`config.mk`:
```
export PLATFORM = sky130hd
export DESIGN_NAME = stack_ctrl_mem
export DESIGN_NICKNAME = d
export VERILOG_FILES = /design/src/rtl/stack_ctrl_mem.sv
export SDC_FILE = /design/constraint.sdc
export NUM_CORES = 1
export LEC_CHECK = 0
export CORE_UTILIZATION = 42
export CTS_CLUSTER_SIZE = 30
export DETAILED_ROUTE_END_ITERATION = 6
export GPL_ROUTABILITY_DRIVEN = 0
export MAX_ROUTING_LAYER = met4
export PLACE_DENSITY_LB_ADDON = 0.08
export SYNTH_ARGS = -nofsm -noshare
export SYNTH_HDL_FRONTEND = slang
export SYNTH_SLANG_ARGS = --single-unit
```
`constraint.sdc`:
```
create_clock -name clk -period 3.3 [get_ports clk]
set_input_delay 0.66 -clock clk [delete_from_list [all_inputs] [get_ports clk]]
set_output_delay 0.66 -clock clk [all_outputs]
set_load 0.02 [all_outputs]
```
`src/rtl/stack_ctrl_mem.sv`:
```
// stack_ctrl_mem: storage and control for the processor hardware stack.
// Qualifies raw push/pop requests, hands the qualified strobes to the
// external stack_pointer, and uses its addr_w/addr_r to access a small
// asynchronous-read RAM. Holds a registered top-of-stack, the occupancy
// count, full/empty status and sticky overflow/underflow flags.
// The stack grows downwards: the first push lands at NDATAS-1.
module stack_ctrl_mem #(
  parameter int NDATAW = 8,   // address width, shared with stack_pointer
  parameter int NDATAS = 8,   // depth in words, 1..2^NDATAW
  parameter int NBITS  = 16   // data word width
) (
  input  logic              clk,
  input  logic              rst,      // asynchronous, active-low
  input  logic              push,
  input  logic              pop,
  input  logic              clr_err,
  input  logic [NBITS-1:0]  in,
  input  logic [NDATAW-1:0] addr_w,
  input  logic [NDATAW-1:0] addr_r,
  output logic              sp_push,
  output logic              sp_pop,
  output logic [NBITS-1:0]  out,
  output logic [NDATAW:0]   count,
  output logic              empty,
  output logic              full,
  output logic              ovf,
  output logic              unf
);

  // Index width of the RAM array; at least one bit so a depth-1 stack works.
  localparam int AW = (NDATAS > 1) ? $clog2(NDATAS) : 1;
  // Depth expressed in count width, so NDATAS == 2^NDATAW is representable.
  localparam logic [NDATAW:0] DEPTH = (NDATAW+1)'(NDATAS);
  localparam logic [NDATAW:0] ONE   = (NDATAW+1)'(1);

  logic [NBITS-1:0]  mem [0:NDATAS-1];

  logic [NDATAW:0]   count_reg, count_next;
  logic [NBITS-1:0]  out_reg, out_next;
  logic              ovf_reg, ovf_next;
  logic              unf_reg, unf_next;

  logic              push_rej;
  logic              pop_rej;
  logic              wr_in_range;
  logic              wr_en;
  logic [NDATAW-1:0] below_addr;
  logic              below_in_range;
  logic [NBITS-1:0]  below_word;

  // Status decode straight from the occupancy register.
  assign empty = (count_reg == '0);
  assign full  = (count_reg == DEPTH);

  // Push wins over pop; a pop paired with a push is silently dropped.
  assign sp_push  = push & ~full;
  assign sp_pop   = pop & ~push & ~empty;
  assign push_rej = push & full;
  assign pop_rej  = pop & ~push & empty;

  // The pointer only ever presents in-range addresses; the range guards keep
  // a stray address from aliasing onto a live entry of a non-power-of-2 RAM.
  assign wr_in_range = ({1'b0, addr_w} < DEPTH);
  // Writes are suppressed while reset is held, so a push under reset is ignored.
  assign wr_en       = sp_push & rst & wr_in_range;

  // Entry just below the current top: the value that becomes TOS after a pop.
  // addr_r is the current top and the stack grows down, so +1 never wraps when
  // at least two entries are present; the modulo add covers the other cases.
  assign below_addr     = addr_r + NDATAW'(1);
  assign below_in_range = ({1'b0, below_addr} < DEPTH);
  assign below_word     = below_in_range ? mem[below_addr[AW-1:0]] : '0;

  // RAM write port; deliberately not reset, contents survive rst.
  always_ff @(posedge clk) begin
    if (wr_en) begin
      mem[addr_w[AW-1:0]] <= in;
    end
  end

  // Next-state for occupancy, TOS and sticky error flags.
  always_comb begin
    count_next = count_reg;
    out_next   = out_reg;
    ovf_next   = ovf_reg;
    unf_next   = unf_reg;

    if (sp_push) begin
      count_next = count_reg + ONE;
      out_next   = in;
    end else if (sp_pop) begin
      count_next = count_reg - ONE;
      // Popping the last entry leaves nothing to show on TOS.
      out_next   = (count_reg == ONE) ? '0 : below_word;
    end

    // Clear first so that a same-cycle error event takes precedence.
    if (clr_err) begin
      ovf_next = 1'b0;
      unf_next = 1'b0;
    end
    if (push_rej) begin
      ovf_next = 1'b1;
    end
    if (pop_rej) begin
      unf_next = 1'b1;
    end
  end

  // State registers with asynchronous active-low reset.
  always_ff @(posedge clk or negedge rst) begin
    if (!rst) begin
      count_reg <= '0;
      out_reg   <= '0;
      ovf_reg   <= 1'b0;
      unf_reg   <= 1'b0;
    end else begin
      count_reg <= count_next;
      out_reg   <= out_next;
      ovf_reg   <= ovf_next;
      unf_reg   <= unf_next;
    end
  end

  assign count = count_reg;
  assign out   = out_reg;
  assign ovf   = ovf_reg;
  assign unf   = unf_reg;

endmodule

```
==> out/metrics.cfg <==
[drt]
routed_wl_mm = 16.6
route.vias.total = 4290
dr.pass1.iters = 5
met1_length_mm = 7.74
drc = 0
wl_met3_mm = 1.14
ant_nets = 0
topRoutingLayerUsed = met4
drt_iter0_drc = 438
wl_met2_mm = 7.48
vias_per_cell = 5.57
wl_per_cell_um = 21.6

[synthesis]
synth_most_common_cell = edfxtp_1
async_reset_ff_frac = 0.174
mappedNetlistNets = 505
synthCells = 463
ys_top_cells_by_area = edfxtp_1 57%, dfrtp_1 10%, mux2i_1 9.6%
synth-edff-count = 128
synth_cell_types = 44
syn_area_um2 = 6690
avgSynthCellArea_um2 = 14.4
ys.flop_type = edfxtp_1
ys_warn_count = 0
synth_seq_cells = 155
synth_area_leader_cell = edfxtp_1
synth_top_cell_area_share = 0.575
yosysSeqAreaShare = 0.676
synth_common_cells = 128 x edfxtp_1, 67 x nand3_1, 64 x mux2i_1

[clock_tree]
post-cts-setup-buffer-count = 0
cts_inserted_buffers = 17
cts.path.max_buffers = 2
insertion_delay_ns = 0.43
cts_tree = yes
cts_num_sinks = 155
root_buffer = clkbuf_16
cts_max_level = 4
path_clk_slew_ns = 0.07

[timing]
fin_crit_ns = 3.19
fin_crit_sh = 0.968
maxSlewViolCount = 0
max_slew_margin = 0.636
final.setup_skew_ns = 0.00906
fin_setup_tns_ns = 0
max_freq_ghz = 0.313
rsz0062_at_grt = no
setup_viol = 0
worst_pin_slew_ns = 0.532
finalHoldViolations = 0

[floorplanning]
core_um2 = 15400
io_pins = 68
start_util = 0.435
row_count = 45
die_height_um = 128
die_w_um = 128
die_area_um2 = 16400

[grt]
grt_pass1_vias = 4195
grtUsageTotal = 0.222
overflow = 0
antenna_found_initial = 0
grt_max_degree = 38
grt_first_pass_wirelength_mm = 25.3

[power_and_ir_drop]
seq_power_share = 0.450
p_sw_frac = 0.292
power_frac_comb = 0.183
power_frac_clock = 0.367
p_sw_mw = 1.52
p_leak_nw = 3.10
powerDensity_nw_per_um2 = 621
ir_drop_mv = 0.388
intPower_mw = 3.67

[cells_and_area]
drive_gt1_frac = 0.136
finalNetCount = 588
area_delta_synth_final_pct = 24.9
design_area_um2 = 8350
fill_cells = 1293
multi_input_area_um2 = 2030
diodes = 0
seq_area_um2 = 4520
fin_util = 0.543
largest_reg_flops = 128

[place]
dpl_cell_area_um2 = 7770
dp_hpwl_mm = 11.3
port-buffer-count = 67

[critical_path]
cp.arrival_ns = 2.53
crit_buf_inv = 2
cp-start-kind = flip-flop
path_cells = or4_1 -> o21ai_4 -> inv_4 -> clkdlybuf4s50_1
crit_slowest_cell = or4_1
crit_path_end_kind = output port
crit_type = flip-flop to output port
critPathMaxStageDelay_ns = 0.76
crit_fanout = 9
cp_top_family = simple AND/OR/NAND/NOR gates
critPathRequiredTime_ns = 2.64

[hold_path]
hold_path.class = flip-flop to flip-flop

[job]
cap_violations = 0

[outcome]
status = finished, final reports clean

-- repair_timing --
| action | 4_1_cts | 5_1_grt |
|---|---|---|
| resized for setup | 0 | 1 |
| hold buffers | 0 | 0 |
| endpoints found under the setup margin | 0 | 2 |
-- logic make-up after synthesis --
group | share of synthesized area
fa+ha+maj | 0.00936
compound gates | 0.0821
simple gates | 0.0964
mux | 0.0958
buf+inv | 0.0273
flops | 0.676
xor+xnor | 0.0131
-- cell type report --
type | count | share of cell area
Multi-Input combinational cell | 265 | 0.243
Sequential cell | 155 | 0.541
Tap cell | 211 | 0.0316
Clock inverter | 15 | 0.0181
Inverter | 9 | 0.00434
Clock buffer | 17 | 0.0509
Timing Repair Buffer | 98 | 0.111
-- per-stage QoR --
step           power [mW]  cells  hold slack (ns)  setup WS, ns
5_1_grt              5.38    770            0.534       0.00410
4_1_cts              5.21    770            0.493        0.0517
3_3_place_gp         3.31    738            0.481         0.213
6_report             5.18    770            0.490         0.105
2_1_floorplan        2.89    463            0.364        0.0492
3_5_place_dp         3.31    738            0.479         0.244
-- power groups by stage --
stage               Clock (mW)  Sequential (mW)  Combinational [mW]
floorplan                    0             2.42               0.470
global placement             0             2.36               0.941
detailed placement           0             2.37               0.943
CTS                       1.93             2.33               0.946
global route              2.01             2.35                1.02
finish                    1.90             2.33               0.950
-- routing by layer --
layer | GRT usage | vias to the layer above
li1 | - | 2000
met1 | 0.312 | 2120
met2 | 0.314 | 148
met3 | 0.0467 | 22
met4 | 0.0886 | 0
met5 | - | -
-- path summary, 6_finish.rpt --
path / from / endpoint / slack, ns / cells past startpoint
max reg2reg: count[0] / mem[5][1] / 0.91 / 8
max: count[6] / sp_push / 0.11 / 4
min: unf / unf / 0.49 / 1
min in group asynchronous: rst / count[4] / 0.67 / 2
min reg2reg: unf / unf / 0.49 / 1
max in group asynchronous: rst / out[14] / 2.32 / 2
-- placed cells by master, fill, tap and decap left out, types with 4 or more instances in the layout --
master,netlist,final
edfxtp_1,128,128
nand3_1,67,67
clkdlybuf4s50_1,0,67
mux2i_1,64,64
buf_4,1,29
dfrtp_1,27,27
nand4_1,19,19
a31oi_1,17,17
o31ai_1,17,17
clkbuf_16,0,17
o211a_1,16,16
nor2_1,9,9
inv_1,8,8
inv_6,0,8
xnor2_1,6,5
ha_1,5,4
Power figures use the tool's default switching activity.
